===== config.mk =====
export PLATFORM = sky130hd
export DESIGN_NAME = ahb_burst_tracker_flat
export DESIGN_NICKNAME = d
export VERILOG_FILES = /design/src/rtl/ahb_burst_tracker_if.sv /design/src/rtl/ahb_burst_tracker.sv /design/src/flat_wrapper.sv
export SDC_FILE = /design/constraint.sdc
export NUM_CORES = 1
export LEC_CHECK = 0
export ABC_AREA = 1
export CORE_UTILIZATION = 41
export CTS_CLUSTER_SIZE = 16
export DETAILED_ROUTE_END_ITERATION = 10
export PLACE_DENSITY = 0.72
export SLEW_MARGIN = 20
export SYNTH_ARGS = -nofsm -noshare
export SYNTH_HDL_FRONTEND = slang
export SYNTH_SLANG_ARGS = --single-unit
export TNS_END_PERCENT = 100

===== constraint.sdc =====
create_clock -name clk -period 1.3 [get_ports clk]
set_input_delay 0.26 -clock clk [delete_from_list [all_inputs] [get_ports clk]]
set_output_delay 0.26 -clock clk [all_outputs]
set_load 0.01 [all_outputs]

===== src/rtl/ahb_burst_tracker_if.sv =====
// AHB-Lite read-burst tracker bus bundle.
// The master modport drives the AHB address/data-phase signals and observes
// the delivered read beats; the slave modport is the tracker's view.
interface ahb_burst_tracker_if #(
    parameter int ADDR_W = 32,
    parameter int DATA_W = 32
) ();
    logic [ADDR_W-1:0] haddr;
    logic [1:0]        htrans;
    logic              hwrite;
    logic [2:0]        hburst;
    logic [2:0]        hsize;
    logic              hready;
    logic [DATA_W-1:0] hrdata;

    logic              rd_valid;
    logic [ADDR_W-1:0] rd_addr;
    logic [DATA_W-1:0] rd_data;
    logic [3:0]        rd_beat;
    logic              rd_last;
    logic              burst_err;

    modport master (
        output haddr, htrans, hwrite, hburst, hsize, hready, hrdata,
        input  rd_valid, rd_addr, rd_data, rd_beat, rd_last, burst_err
    );

    modport slave (
        input  haddr, htrans, hwrite, hburst, hsize, hready, hrdata,
        output rd_valid, rd_addr, rd_data, rd_beat, rd_last, burst_err
    );
endinterface


===== src/rtl/ahb_burst_tracker.sv =====
// AHB-Lite read-burst tracker for the I-cache refill path.
// Follows the address/data pipeline, numbers the beats of every burst type
// and delivers one registered read beat per completed data phase.
// Optional macro AHB_TRK_CHECK_EN builds the SEQ-address / HSIZE / 1 KB
// checker that drives burst_err; without it burst_err is tied low.
// ADDR_W/DATA_W must match the parameters of the connected interface.
module ahb_burst_tracker #(
    parameter int ADDR_W = 32,
    parameter int DATA_W = 32
) (
    input  logic               clk,
    input  logic               rstn,
    ahb_burst_tracker_if.slave bus
);
    localparam logic [1:0] HTRANS_IDLE   = 2'd0;
    localparam logic [1:0] HTRANS_NONSEQ = 2'd2;
    localparam logic [1:0] HTRANS_SEQ    = 2'd3;

    localparam logic [2:0] HBURST_SINGLE = 3'd0;
    localparam logic [2:0] HBURST_INCR   = 3'd1;
    localparam logic [2:0] HBURST_WRAP4  = 3'd2;
    localparam logic [2:0] HBURST_INCR4  = 3'd3;
    localparam logic [2:0] HBURST_WRAP8  = 3'd4;
    localparam logic [2:0] HBURST_INCR8  = 3'd5;
    localparam logic [2:0] HBURST_WRAP16 = 3'd6;
    localparam logic [2:0] HBURST_INCR16 = 3'd7;

    typedef enum logic [1:0] {
        ST_IDLE  = 2'd0,
        ST_FIXED = 2'd1,
        ST_UNDEF = 2'd2
    } state_t;

    // Index of the final beat of a fixed-length burst.
    function automatic logic [3:0] final_beat(input logic [2:0] burst);
        logic [3:0] idx;
        case (burst)
            HBURST_WRAP4, HBURST_INCR4:   idx = 4'd3;
            HBURST_WRAP8, HBURST_INCR8:   idx = 4'd7;
            HBURST_WRAP16, HBURST_INCR16: idx = 4'd15;
            default:                      idx = 4'd0;
        endcase
        return idx;
    endfunction

`ifdef AHB_TRK_CHECK_EN
    localparam logic [ADDR_W-1:0] ADDR_ONE  = {{(ADDR_W-1){1'b0}}, 1'b1};
    localparam logic [ADDR_W-1:0] ADDR_ONES = {ADDR_W{1'b1}};
    localparam logic [2:0]        MAX_HSIZE = 3'($clog2(DATA_W / 8));

    // Address of the beat after addr; wrapping bursts keep the bits above
    // the wrap boundary and roll the offset below it.
    function automatic logic [ADDR_W-1:0] next_addr(
        input logic [ADDR_W-1:0] addr,
        input logic [2:0]        size,
        input logic [2:0]        burst
    );
        logic [ADDR_W-1:0] step;
        logic [ADDR_W-1:0] mask;
        step = ADDR_ONE << size;
        case (burst)
            HBURST_WRAP4:  mask = (step << 2'd2) - ADDR_ONE;
            HBURST_WRAP8:  mask = (step << 2'd3) - ADDR_ONE;
            HBURST_WRAP16: mask = (step << 3'd4) - ADDR_ONE;
            default:       mask = ADDR_ONES;
        endcase
        return (addr & ~mask) | ((addr + step) & mask);
    endfunction

    logic [ADDR_W-1:0] exp_addr_q, exp_addr_d;
    logic [2:0]        size_q, size_d;
    logic              size_err_s;
    logic              kb_cross_s;
`else
    // hsize only feeds the checker, which this build leaves out.
    logic unused_hsize_s;
    assign unused_hsize_s = ^bus.hsize;
`endif

    state_t            state_q, state_d;
    logic [2:0]        burst_q, burst_d;
    logic [3:0]        beat_q, beat_d;

    logic              dp_valid_q, dp_valid_d;
    logic              dp_write_q, dp_write_d;
    logic [ADDR_W-1:0] dp_addr_q, dp_addr_d;
    logic [3:0]        dp_beat_q, dp_beat_d;
    logic              dp_last_q, dp_last_d;

    logic              rd_valid_q, rd_valid_d;
    logic [ADDR_W-1:0] rd_addr_q, rd_addr_d;
    logic [DATA_W-1:0] rd_data_q, rd_data_d;
    logic [3:0]        rd_beat_q, rd_beat_d;
    logic              rd_last_q, rd_last_d;
    logic              burst_err_q, burst_err_d;

    logic              is_nonseq_s;
    logic              is_seq_s;
    logic              seq_last_s;

    // Next-state: burst FSM, beat numbering, data-phase latch and beat delivery.
    always_comb begin
        state_d     = state_q;
        burst_d     = burst_q;
        beat_d      = beat_q;
        dp_valid_d  = dp_valid_q;
        dp_write_d  = dp_write_q;
        dp_addr_d   = dp_addr_q;
        dp_beat_d   = dp_beat_q;
        dp_last_d   = dp_last_q;
        rd_valid_d  = 1'b0;
        rd_addr_d   = rd_addr_q;
        rd_data_d   = rd_data_q;
        rd_beat_d   = rd_beat_q;
        rd_last_d   = rd_last_q;
        burst_err_d = 1'b0;
`ifdef AHB_TRK_CHECK_EN
        exp_addr_d  = exp_addr_q;
        size_d      = size_q;
        size_err_s  = (bus.hsize > MAX_HSIZE);
        kb_cross_s  = (state_q == ST_UNDEF) &&
                      (bus.haddr[ADDR_W-1:10] != dp_addr_q[ADDR_W-1:10]);
`endif

        // SEQ outside a burst has nothing to continue and is not tracked.
        is_nonseq_s = (bus.htrans == HTRANS_NONSEQ);
        is_seq_s    = (bus.htrans == HTRANS_SEQ) && (state_q != ST_IDLE);
        seq_last_s  = (state_q == ST_FIXED) && (beat_q == final_beat(burst_q));

        if (bus.hready) begin
            // The pending data phase completes on this edge.
            if (dp_valid_q && !dp_write_q) begin
                rd_valid_d = 1'b1;
                rd_addr_d  = dp_addr_q;
                rd_data_d  = bus.hrdata;
                rd_beat_d  = dp_beat_q;
                rd_last_d  = dp_last_q;
            end else begin
                rd_valid_d = 1'b0;
            end

            dp_valid_d = is_nonseq_s || is_seq_s;

            if (is_nonseq_s) begin
                // New burst (or early termination of the current one).
                dp_addr_d  = bus.haddr;
                dp_write_d = bus.hwrite;
                dp_beat_d  = 4'd0;
                dp_last_d  = (bus.hburst == HBURST_SINGLE);
                burst_d    = bus.hburst;
                beat_d     = 4'd1;
                case (bus.hburst)
                    HBURST_SINGLE: state_d = ST_IDLE;
                    HBURST_INCR:   state_d = ST_UNDEF;
                    default:       state_d = ST_FIXED;
                endcase
`ifdef AHB_TRK_CHECK_EN
                size_d      = bus.hsize;
                exp_addr_d  = next_addr(bus.haddr, bus.hsize, bus.hburst);
                burst_err_d = size_err_s;
`endif
            end else if (is_seq_s) begin
                // Continuation beat; tracking follows the presented address,
                // which also resyncs after a checker error.
                dp_addr_d  = bus.haddr;
                dp_write_d = bus.hwrite;
                dp_beat_d  = beat_q;
                dp_last_d  = seq_last_s;
                beat_d     = (beat_q == 4'd15) ? 4'd15 : beat_q + 4'd1;
                if (seq_last_s) begin
                    state_d = ST_IDLE;
                end else begin
                    state_d = state_q;
                end
`ifdef AHB_TRK_CHECK_EN
                exp_addr_d  = next_addr(bus.haddr, size_q, burst_q);
                burst_err_d = (bus.haddr != exp_addr_q) || size_err_s || kb_cross_s;
`endif
            end else if (bus.htrans == HTRANS_IDLE) begin
                state_d = ST_IDLE;
            end else begin
                // BUSY, or SEQ with no burst open: tracking holds.
                state_d = state_q;
            end
        end else begin
            // Wait state: everything holds.
            rd_valid_d = 1'b0;
        end
    end

    // State, tracking, data-phase and output registers.
    always_ff @(posedge clk or negedge rstn) begin
        if (!rstn) begin
            state_q     <= ST_IDLE;
            burst_q     <= 3'd0;
            beat_q      <= 4'd0;
            dp_valid_q  <= 1'b0;
            dp_write_q  <= 1'b0;
            dp_addr_q   <= {ADDR_W{1'b0}};
            dp_beat_q   <= 4'd0;
            dp_last_q   <= 1'b0;
            rd_valid_q  <= 1'b0;
            rd_addr_q   <= {ADDR_W{1'b0}};
            rd_data_q   <= {DATA_W{1'b0}};
            rd_beat_q   <= 4'd0;
            rd_last_q   <= 1'b0;
            burst_err_q <= 1'b0;
`ifdef AHB_TRK_CHECK_EN
            exp_addr_q  <= {ADDR_W{1'b0}};
            size_q      <= 3'd0;
`endif
        end else begin
            state_q     <= state_d;
            burst_q     <= burst_d;
            beat_q      <= beat_d;
            dp_valid_q  <= dp_valid_d;
            dp_write_q  <= dp_write_d;
            dp_addr_q   <= dp_addr_d;
            dp_beat_q   <= dp_beat_d;
            dp_last_q   <= dp_last_d;
            rd_valid_q  <= rd_valid_d;
            rd_addr_q   <= rd_addr_d;
            rd_data_q   <= rd_data_d;
            rd_beat_q   <= rd_beat_d;
            rd_last_q   <= rd_last_d;
            burst_err_q <= burst_err_d;
`ifdef AHB_TRK_CHECK_EN
            exp_addr_q  <= exp_addr_d;
            size_q      <= size_d;
`endif
        end
    end

    assign bus.rd_valid  = rd_valid_q;
    assign bus.rd_addr   = rd_addr_q;
    assign bus.rd_data   = rd_data_q;
    assign bus.rd_beat   = rd_beat_q;
    assign bus.rd_last   = rd_last_q;
    assign bus.burst_err = burst_err_q;
endmodule


===== src/flat_wrapper.sv =====
// flat-port wrapper written by rule: the top's interface ports become plain ports
module ahb_burst_tracker_flat 
#(
    parameter int ADDR_W = 32,
    parameter int DATA_W = 32
)
  (clk, rstn, bus_haddr, bus_htrans, bus_hwrite, bus_hburst, bus_hsize, bus_hready, bus_hrdata, bus_rd_valid, bus_rd_addr, bus_rd_data, bus_rd_beat, bus_rd_last, bus_burst_err);
  ahb_burst_tracker_if #(.ADDR_W(ADDR_W), .DATA_W(DATA_W)) bus_i ();
  input  logic clk;
  input  logic rstn;
  input wire logic [$bits(bus_i.haddr)-1:0] bus_haddr;
  input wire logic [$bits(bus_i.htrans)-1:0] bus_htrans;
  input wire logic [$bits(bus_i.hwrite)-1:0] bus_hwrite;
  input wire logic [$bits(bus_i.hburst)-1:0] bus_hburst;
  input wire logic [$bits(bus_i.hsize)-1:0] bus_hsize;
  input wire logic [$bits(bus_i.hready)-1:0] bus_hready;
  input wire logic [$bits(bus_i.hrdata)-1:0] bus_hrdata;
  output wire logic [$bits(bus_i.rd_valid)-1:0] bus_rd_valid;
  output wire logic [$bits(bus_i.rd_addr)-1:0] bus_rd_addr;
  output wire logic [$bits(bus_i.rd_data)-1:0] bus_rd_data;
  output wire logic [$bits(bus_i.rd_beat)-1:0] bus_rd_beat;
  output wire logic [$bits(bus_i.rd_last)-1:0] bus_rd_last;
  output wire logic [$bits(bus_i.burst_err)-1:0] bus_burst_err;
  assign bus_i.haddr = bus_haddr;
  assign bus_i.htrans = bus_htrans;
  assign bus_i.hwrite = bus_hwrite;
  assign bus_i.hburst = bus_hburst;
  assign bus_i.hsize = bus_hsize;
  assign bus_i.hready = bus_hready;
  assign bus_i.hrdata = bus_hrdata;
  assign bus_rd_valid = bus_i.rd_valid;
  assign bus_rd_addr = bus_i.rd_addr;
  assign bus_rd_data = bus_i.rd_data;
  assign bus_rd_beat = bus_i.rd_beat;
  assign bus_rd_last = bus_i.rd_last;
  assign bus_burst_err = bus_i.burst_err;
  ahb_burst_tracker #(.ADDR_W(ADDR_W), .DATA_W(DATA_W)) u_core (.clk(clk), .rstn(rstn), .bus(bus_i));
endmodule

==> Word level (Yosys, flattened, before mapping) <==
Cells that the tools add are included.
{ "totals": {"regBits": 118, "in_bits": 76, "output_inout_bits": 71, "elab_cells": 63} }
{ "classes": {"n_addsub": 1, "n_eq_ne": 13, "n_mux": 19, "reduce_logical": 17} }
{ "ops": {"columns": ["op", "n"], "rows": [
  ["$mux 32", 2],
  ["$mux 4", 5],
  ["$eq 3x3->1 const B", 4],
  ["$pmux 4 s3", 1],
  ["$mux 2", 4],
  ["$eq 3x2->1 const B", 2],
  ["$mux 1", 6],
  ["$reduce_and 2->1", 3],
  ["$reduce_or 2->1", 3],
  ["$add 4x1->4 const B", 1],
  ["$eq 2x2->1 const B", 2],
  ["$eq 4x4->1", 1],
  ["$eq 4x4->1 const B", 1],
  ["$pmux 2 s2", 1],
  ["$reduce_bool 2->1", 2],
  ["$eq 3x1->1 const B", 1],
  ["$logic_and 1x1->1", 3],
  ["$logic_not 3->1", 1],
  ["$ne 3x2->1 const B", 1],
  ["$reduce_and 3->1", 1],
  ["$reduce_bool 3->1", 1],
  ["$eq 2x1->1 const B", 1],
  ["$logic_not 2->1", 1],
  ["$logic_not 1->1", 1],
  ["$logic_or 1x1->1", 1]
]} }

==> Depth between registers and ports, before layout <==
Gate-level depths: netlist of run 1.
{ "depth": {"ltp_word": 8, "mapped_depth": 8, "depth_no_buf": 8} }

==> Worst setup path before layout of run 1 <==
OpenSTA, ideal clock, no wires.
{ "synth_timing": {"kind": "reg-to-reg", "start": "reg u_core.dp_write_q", "end": "reg u_core.rd_addr_q[10] (netlist: u_core.bus.rd_addr[10])", "setup_ps": 130, "t_arrival_ps": 1190, "required_time_ps": 1170, "setup_slack_ps": -20, "stages_incl_launch_ff": 7, "n_path_buf": 2, "period_less_slack_ps": 1320, "path_cell_list": "dfrtp_1 -> nor3_4 -> inv_2 -> buf_2 -> buf_2 -> nand2_1 -> o21ai_1"} }
{ "synth_via": {"elab_chain_len": 3} }
{ "synth_lines": {"columns": ["element", "line_no", "text"], "rows": [
  ["start: declaration", "ahb_burst_tracker.sv:85", "logic dp_write_q, dp_write_d;"],
  ["start signal: assignment", "ahb_burst_tracker.sv:217", "dp_write_q <= dp_write_d;"],
  ["$logic_not 1->1", "ahb_burst_tracker.sv:132", "if (dp_valid_q && !dp_write_q) begin"],
  ["$logic_and 1x1->1", "ahb_burst_tracker.sv:132", null],
  ["$reduce_and 2->1 (no line)", null, null],
  ["end signal: assignment", "ahb_burst_tracker.sv:203", "rd_addr_q <= {ADDR_W{1'b0}};"],
  ["end signal: assignment", "ahb_burst_tracker.sv:222", "rd_addr_q <= rd_addr_d;"],
  ["end: declaration", "ahb_burst_tracker.sv:91", "logic [ADDR_W-1:0] rd_addr_q, rd_addr_d;"]
]} }
Every way passes these cells.
A chain may end at the register's enable or synchronous reset.

==> Worst setup path after layout of run 1 <==
{ "layout_timing": {"start": "reg u_core.rd_addr_q[3] (netlist: u_core.bus.rd_addr[3])", "end": "out bus_rd_addr[3]"} }
{ "layout_rtl": {"columns": ["element", "line_no", "text"], "rows": [
  ["end: declaration", "flat_wrapper.sv:19", "output wire logic [$bits(bus_i.rd_addr)-1:0] bus_rd_addr;"]
]} }
No word-level cell between the ends.

==> summary.txt, run 1 <==
Global routing
  • Busiest layer in global routing: met2
  • Largest net degree at the start of global routing: 77
  • Grt total ovfl: 0
  • Met3 usage: 5.29%
  • Routing usage on met1: about a quarter
  • Vias in the first global route: around 3800
  • Met2 Track Usage GR: 34.1%
  • GRT Overall Usage: about 20%
  • Initial antenna violation count: 0
  • First-pass GRT wire length: about 18000 um

Route
  • Vias per cell: ~4.6
  • DR DRC count: 0
  • Drt first pass iters: 4
  • Wire per inst: approximately 13 um
  • Routed Antenna Nets: 0
  • DR vias: ~3900
  • DR iter-0 viols: 264
  • Final wirelength: 11300 um

Clock tree
  • Clk_lat worst skew: approximately 0.50 ns
  • Htree depth: 4
  • CTS sink cnt: between 100 and 150
  • CTS tree: done
  • Num CTS Buffers: 17
  • Worst-path clk slew: around 0.06 ns
  • Clk buf depth: 2
  • Clock tree root driver cell: clkbuf_8

Yosys
  • Post-synth top area share: about 65%
  • Synth warn: 0
  • Yosys reg bits: ~120
  • Post-synthesis sequential area ratio: between 60 and 70%
  • Post-Syn Instances: roughly 500
  • Compound-cell area share of the yosys netlist: about 9.7%
  • Simple-gate portion of the synthesized area: between 10% and 20%
  • Yosys top cell by area: dfrtp_1
  • Syn Nets: about 580
  • Syn Std Cell Area: about 4500 sq um
  • Top cells by area, synth: dfrtp_1 65%, nand2_1 16%, o21ai_0 6.3%
  • Synth Area per Inst: between 9 and 10 sq um
  • Post-synthesis mux area share: 0%
  • Combinational family with the most area after synthesis: simple AND/OR/NAND/NOR gates
  • Post-Synth Adder-Cell Area: less than 1%
  • Synth Area in XOR/XNOR: 0%
  • Yosys cell types: 19

Final layout
  • Antenna diodes: 0
  • # fillers: between 900 and 1000
  • Synth-to-Final Area Change: 52.3%
  • Register area: just under 3000 sq um
  • Layout Nets: 775
  • Most common cell after layout, fill and taps aside: nand2_1
  • Area of the multi-input gates: 1310 sq um
  • Commonest non-fill, non-tap cells in the layout: 187 x nand2_1, 117 x dfrtp_1, 71 x clkdlybuf4s50_1
  • Final cell count without fillers: around 850
  • Share of layout cells above drive strength 1: roughly a quarter

Hold path
  • Cell depth of the worst hold path: 3
  • Hold WC Path Type: in -> reg
  • Hold endpoint: u_core.bus.rd_data[10]
  • Min-delay src: bus_hrdata[10]

STA
  • Setup TNS: -0.00848 ns
  • Rel. slew slack: 64.2%
  • RSZ-0062 raised after global routing: yes
  • Post-route minimum period: between 1 and 1.5 ns
  • Final setup vio count: 3
  • Hold_ws: 0.293 ns
  • Final hold vios: 0
  • Fmax: between 700 and 800 MHz
  • Setup Skew: slightly below 0.007 ns
  • Measured slew at the worst slew-check pin: ~0.54 ns
  • Tcrit/Tclk final: 100%
  • Max-slew violations: 0
  • Final setup margin: -0.00631 ns

Worst setup path
  • WP data required: roughly 1.0 ns
  • Worst Reg-to-Reg Cells: 7
  • Worst EP arrival: 1.05 ns
  • Cell count along the critical path: 1
  • CP peak stage delay: approximately 0.39 ns
  • R2r endpoint: u_core.dp_addr_q[12]
  • Buf+Inv Stages, Crit Path: 1
  • Critical path peak fanout: 2
  • CP cell instances: buf_2
  • Crit path max-delay family: flip-flops
  • Crit start category: flop
  • Critical R2R Launch: u_core.state_q[0]
  • Slowest CP cell: dfrtp_1
  • Critical Path End Type: output pin
  • Flop2flop setup slack: 0.05 ns
  • Crit path kind: reg -> out

Pwr
  • Switching Power: around 4.0 mW
  • Clk network pwr share: a little under a third
  • Sw frac: between 20% and 30%
  • PD cells: 1970 nW/um^2
  • Pint: around 9.6 mW
  • Flop pwr share: 39.3%
  • IR drop worst, VDD: between 0.0008 and 0.0009 V
  • Gate power share: between 30% and 40%
  • Leakage power: ~3.5 nW
  • Power Total: ~14 mW

Place
  • Placed Cells incl. Taps: approximately 770
  • GPL Wtd Cong: 0.779
  • DP HPWL: around 7400 um
  • Input/output buffers: 142
  • Setup Slack @ Placement: -0.322 ns

Floorplan
  • Row count: 38
  • Core area: 10800 sq um
  • Chip width: roughly 110 um
  • IO Pins: between 100 and 150
  • Chip Height: roughly 110 um
  • Initial Utilization: 42.0%
  • Die area: 11500 sq um

Run status
  • Outcome: complete, but fails checks
  • Failing checks: negative setup slack

Run
  • Max-Cap Viols: 0
-- layer usage --
| metal | up-vias | share of wire, % |
|---|---|---|
| met3 | 16 | 5.1 |
| met2 | 100 | 51 |
| met4 | 0 | 1.5 |
| met1 | 1843 | 43 |
| li1 | 1950 | - |
| met5 | - | 0 |
-- flip-flops by register name, indices dropped and copies added (netlist names), 2 cells and up --
signal / cells
u_core.bus.rd_addr: 32
u_core.dp_addr_q: 32
u_core.dp_beat_q: 4
u_core.bus.rd_data: 32
u_core.burst_q: 2
u_core.bus.rd_beat: 4
u_core.beat_q: 4
u_core.state_q: 2
-- cell usage after synthesis --
library cell	number
nand2_1	189
o21ai_0	57
inv_1	54
dfrtp_1	117
inv_2	2
conb_1	1
a21oi_1	3
buf_2	12
ha_1	1
nor3_4	1
nor3_1	2
o211ai_1	1
nand3_1	8
buf_4	2
o21ai_1	20
o22ai_1	5
nor2_1	13
clkbuf_1	9
nor4_1	1
-- area by class of cell --
class                      count  share of cell area, %
tap                          140                   2.54
sequential                   117                   42.4
clock buffer                  23                   6.76
clock inverter                 9                   1.12
timing repair buffer         204                   25.1
multi-input combinational    302                   19.0
inverter                      56                   3.08
-- metrics by stage --
| stage | cell area (sq um) | utilization [%] |
|---|---|---|
| 2_1_floorplan | 4540 | - |
| 3_3_place_gp | 6220 | 57.7 |
| 3_5_place_dp | 6220 | 57.7 |
| 4_1_cts | 6660 | 61.7 |
| 5_1_grt | 6900 | 64.0 |
| 6_report | 6900 | 64.0 |
-- worst max path at each step --
stage / slack (ns) / to / from
2_1_floorplan: 0.002 / u_core.bus.rd_addr[10] / u_core.dp_write_q
3_3_place_gp: -0.28 / u_core.bus.rd_data[22] / bus_hready
3_5_place_dp: -0.32 / u_core.bus.rd_addr[26] / bus_hready
4_1_cts: -0.05 / bus_rd_addr[3] / u_core.bus.rd_addr[3]
5_1_grt: -0.05 / bus_rd_addr[3] / u_core.bus.rd_addr[3]
6_report: -0.006 / bus_rd_addr[3] / u_core.bus.rd_addr[3]
-- kinds of logic (layout without fill, tap and decap cells) --
| logic type | Yosys count | after routing |
|---|---|---|
| flip-flops | 117 | 117 |
| adder cells (fa/ha/maj) | 1 | 1 |
| other | 1 | 1 |
| buffers and inverters | 79 | 292 |
| AO/OA/AOI/OAI | 86 | 86 |
| AND/OR/NAND/NOR | 214 | 214 |
-- power by group through the flow --
stage          Sequential [mW]  Combinational, mW  Clock [mW]
2_1_floorplan             5.72               1.07           0
3_3_place_gp              5.34               3.75           0
3_5_place_dp              5.40               3.87           0
4_1_cts                   5.32               3.65        4.27
5_1_grt                   5.47               4.50        4.45
6_report                  5.35               4.07        4.17
-- repair_timing --
item	in CTS	in global routing
pin swaps	0	2
hold buffers	1	0
setup buffers	24	19
cloned	0	1
gates resized for setup	289	24
hold endpoints to repair	117	0
endpoints found under the setup margin	70	112
Note: power is estimated with default switching activity, not from simulation.
==> run 2: changes to the inputs <==
--- a/config.mk
+++ b/config.mk
@@ -9,7 +9,7 @@
 export CORE_UTILIZATION = 41
 export CTS_CLUSTER_SIZE = 16
 export DETAILED_ROUTE_END_ITERATION = 10
-export PLACE_DENSITY = 0.72
+export PLACE_DENSITY_LB_ADDON = 0.1
 export SLEW_MARGIN = 20
 export SYNTH_ARGS = -nofsm -noshare
 export SYNTH_HDL_FRONTEND = slang
==> summary.txt, run 2 (synthesized netlist as in run 1, its figures left out) <==
Worst setup path
  • Buf+Inv Stages, Crit Path: 1 (unchanged)
  • WP data required: 1.04 ns (about the same)
  • Critical Path End Type: output pin
  • Worst EP arrival: 1.04 ns (about the same)
  • Crit path kind: reg -> out
  • CP peak stage delay: 0.39 ns (about the same)
  • Crit start category: flop
  • Critical path peak fanout: 2 (unchanged)
  • CP cell instances: buf_2
  • Flop2flop setup slack: 0.02 ns (-0.03 ns)
  • Slowest CP cell: dfrtp_1
  • Crit path max-delay family: flip-flops

Place
  • Input/output buffers: 142 (unchanged)
  • GPL Wtd Cong: 0.823 (+5.6%)
  • DP HPWL: 6870 um (-6.7%)
  • Area after DPL: 6210 sq um (-0.24%)

Final layout
  • Antenna diodes: 0 (unchanged)
  • Commonest non-fill, non-tap cells in the layout: 176 x nand2_1, 117 x dfrtp_1, 71 x clkdlybuf4s50_1
  • Layout Nets: 777 (+0.26%)
  • Final Core Density: 67.1% (+3.1 points)
  • Synth-to-Final Area Change: 59.6%
  • # fillers: 899 (-2.6%)
  • Design area: 7240 sq um (+4.8%)
  • Share of layout cells above drive strength 1: 27.5% (+3.5 points)
  • Most common cell after layout, fill and taps aside: nand2_1

Pwr
  • Flop pwr share: 36.0% (-3.3 points)
  • Clk network pwr share: 36.0% (+5.3 points)
  • Gate power share: 28.0% (-2.0 points)
  • IR drop worst, VDD: 0.000936 V (+17%)
  • PD cells: 2040 nW/um^2 (+3.6%)
  • Leakage power: 3.70 nW (+4.2%)
  • Sw frac: 27.1% (-2.4 points)
  • Switching Power: 4.00 mW (-0.18%)
  • Pint: 10.8 mW (+12%)

Floorplan
  • Chip Height: 107 um (unchanged)
  • Initial Utilization: 42.0% (unchanged)
  • Core area: 10800 sq um (unchanged)
  • IO Pins: 147 (unchanged)
  • Die area: 11500 sq um (unchanged)
  • Chip width: 107 um (unchanged)
  • Row count: 38 (unchanged)

Route
  • Drt first pass iters: 4 (unchanged)
  • Final wirelength: 11500 um (+2.2%)
  • DR DRC count: 0 (unchanged)
  • Wire per inst: 13.5 um (+2.0%)
  • Vias per cell: 4.62 (+0.67%)
  • DR iter-0 viols: 209 (-21%)
  • Routed Antenna Nets: 0 (unchanged)
  • DR vias: 3940 (+0.79%)

Clock tree
  • Worst-path clk slew: 0.05 ns (about the same)
  • Clock tree root driver cell: clkbuf_8
  • CTS sink cnt: 117 (unchanged)
  • CTS tree: done
  • Htree depth: 4 (unchanged)
  • Clk buf depth: 2 (unchanged)
  • Num CTS Buffers: 17 (unchanged)
  • Clk_lat worst skew: 0.50 ns (about the same)

Hold path
  • Hold WC Path Type: in -> reg

Global routing
  • First-pass GRT wire length: 17000 um (-4.8%)
  • Grt total ovfl: 0 (unchanged)
  • Vias in the first global route: 3734 (-2.9%)
  • Initial antenna violation count: 0 (unchanged)
  • GRT Overall Usage: 19.3% (-0.89 points)
  • Largest net degree at the start of global routing: 91 (+18%)

Run
  • Max-Cap Viols: 0 (unchanged)

STA
  • Hold_ws: 0.286 ns (-0.00731 ns)
  • Max-slew violations: 0 (unchanged)
  • Final setup vio count: 1 (-2)
  • Setup TNS: -0.00299 ns (+0.00549 ns)
  • Tcrit/Tclk final: 100% (-0.26 points)
  • Final setup margin: -0.00299 ns (+0.00332 ns)
  • Post-route minimum period: 1.30 ns (-0.00332 ns)
  • Setup Skew: 0.00582 ns (-0.000950 ns)
  • RSZ-0062 raised after global routing: yes
  • Fmax: 767 MHz (+0.25%)
  • Final hold vios: 0 (unchanged)

Run status
  • Outcome: complete, but fails checks
  • Failing checks: negative setup slack
-- run 2: cell count changes in the layout (fill, tap and decap cells not counted), moves of 4 or more --
| cell | change |
|---|---|
| o21ai_0 | -23 |
| o21ai_1 | +21 |
| nand2_1 | -11 |
| nand2_2 | +10 |
| buf_4 | -6 |
| bufinv_16 | +5 |
| clkinv_2 | -5 |
| clkbuf_16 | +4 |
| nor2_1 | -4 |
-- run 2: what timing repair did --
item / in CTS / in global routing
buffers inserted: 20 / 19
setup endpoints to repair: 85 / 119
pin swaps: 0 / 3
cloned: 0 / 9
gates resized for setup: 292 / 66
hold buffers: 1 / 0
hold endpoints to repair: 117 / 0
-- run 2: path summary, 6_finish.rpt --
| check | cells past startpoint | startpoint | to |
|---|---|---|---|
| max | 1 | u_core.bus.rd_addr[7] | bus_rd_addr[7] |
| min | 3 | bus_hwrite | u_core.dp_write_q |
| max reg2reg | 7 | u_core.state_q[0] | u_core.dp_addr_q[16] |
| min reg2reg | 2 | u_core.bus.rd_data[8] | u_core.bus.rd_data[8] |
| max in group asynchronous | 3 | rstn | u_core.beat_q[3] |
| min in group asynchronous | 3 | rstn | u_core.bus.rd_addr[14] |
-- run 2: worst reg2reg max path, stage by stage (launching register included) --
cell and delay (ns):
dfrtp_1 0.38, nor2_2 0.13, nor2_2 0.06, nand2_4 0.13, nand2_8 0.12, clkbuf_16 0.22
nand2_1 0.06, o21ai_0 0.07
-- run 2: power by group through the flow --
stage | Sequential (mW) | Combinational, mW | Clock (mW)
finish | 5.32 | 4.13 | 5.32
global route | 5.44 | 4.54 | 5.60
CTS | 5.31 | 3.58 | 5.41
detailed placement | 5.38 | 3.83 | 0
global placement | 5.33 | 3.76 | 0
floorplan | 5.72 | 1.07 | 0
-- run 2: cell type report --
class / count / area [sq um] / area share [%]
sequential: 117 / 2930 / 40.5
timing repair buffer: 205 / 1820 / 25.2
multi-input combinational: 303 / 1410 / 19.5
clock buffer: 24 / 500 / 6.92
inverter: 56 / 210 / 2.90
clock inverter: 7 / 189 / 2.61
tap: 140 / 175 / 2.42
-- run 2: metal layers --
layer	vias up	wire (um)	global-route usage, %	share of wire [%]
met5	-	0	0	0
met4	0	97	6.85	0.84
met3	8	659	5.84	5.7
met2	125	5730	31.7	50
met1	1854	5050	24.3	44
li1	1953	-	-	-
-- run 2: metrics by stage --
step	setup WS [ns]	cells	power, mW
final	-0.00299	852	14.8
after CTS	-0.0350	824	14.3
after floorplan	0.00170	498	6.79
after global placement	-0.347	772	9.09
after detailed placement	-0.375	772	9.21
after global routing	-0.0414	852	15.6
==> run 3: changes to the inputs <==
--- a/config.mk
+++ b/config.mk
@@ -7,6 +7,7 @@
 export LEC_CHECK = 0
 export ABC_AREA = 1
 export CORE_UTILIZATION = 41
+export CTS_CLUSTER_DIAMETER = 30
 export CTS_CLUSTER_SIZE = 16
 export DETAILED_ROUTE_END_ITERATION = 10
 export PLACE_DENSITY_LB_ADDON = 0.1
==> results of run 3 <==
No change in the layout: final DEF, timing and power equal those of run 2.
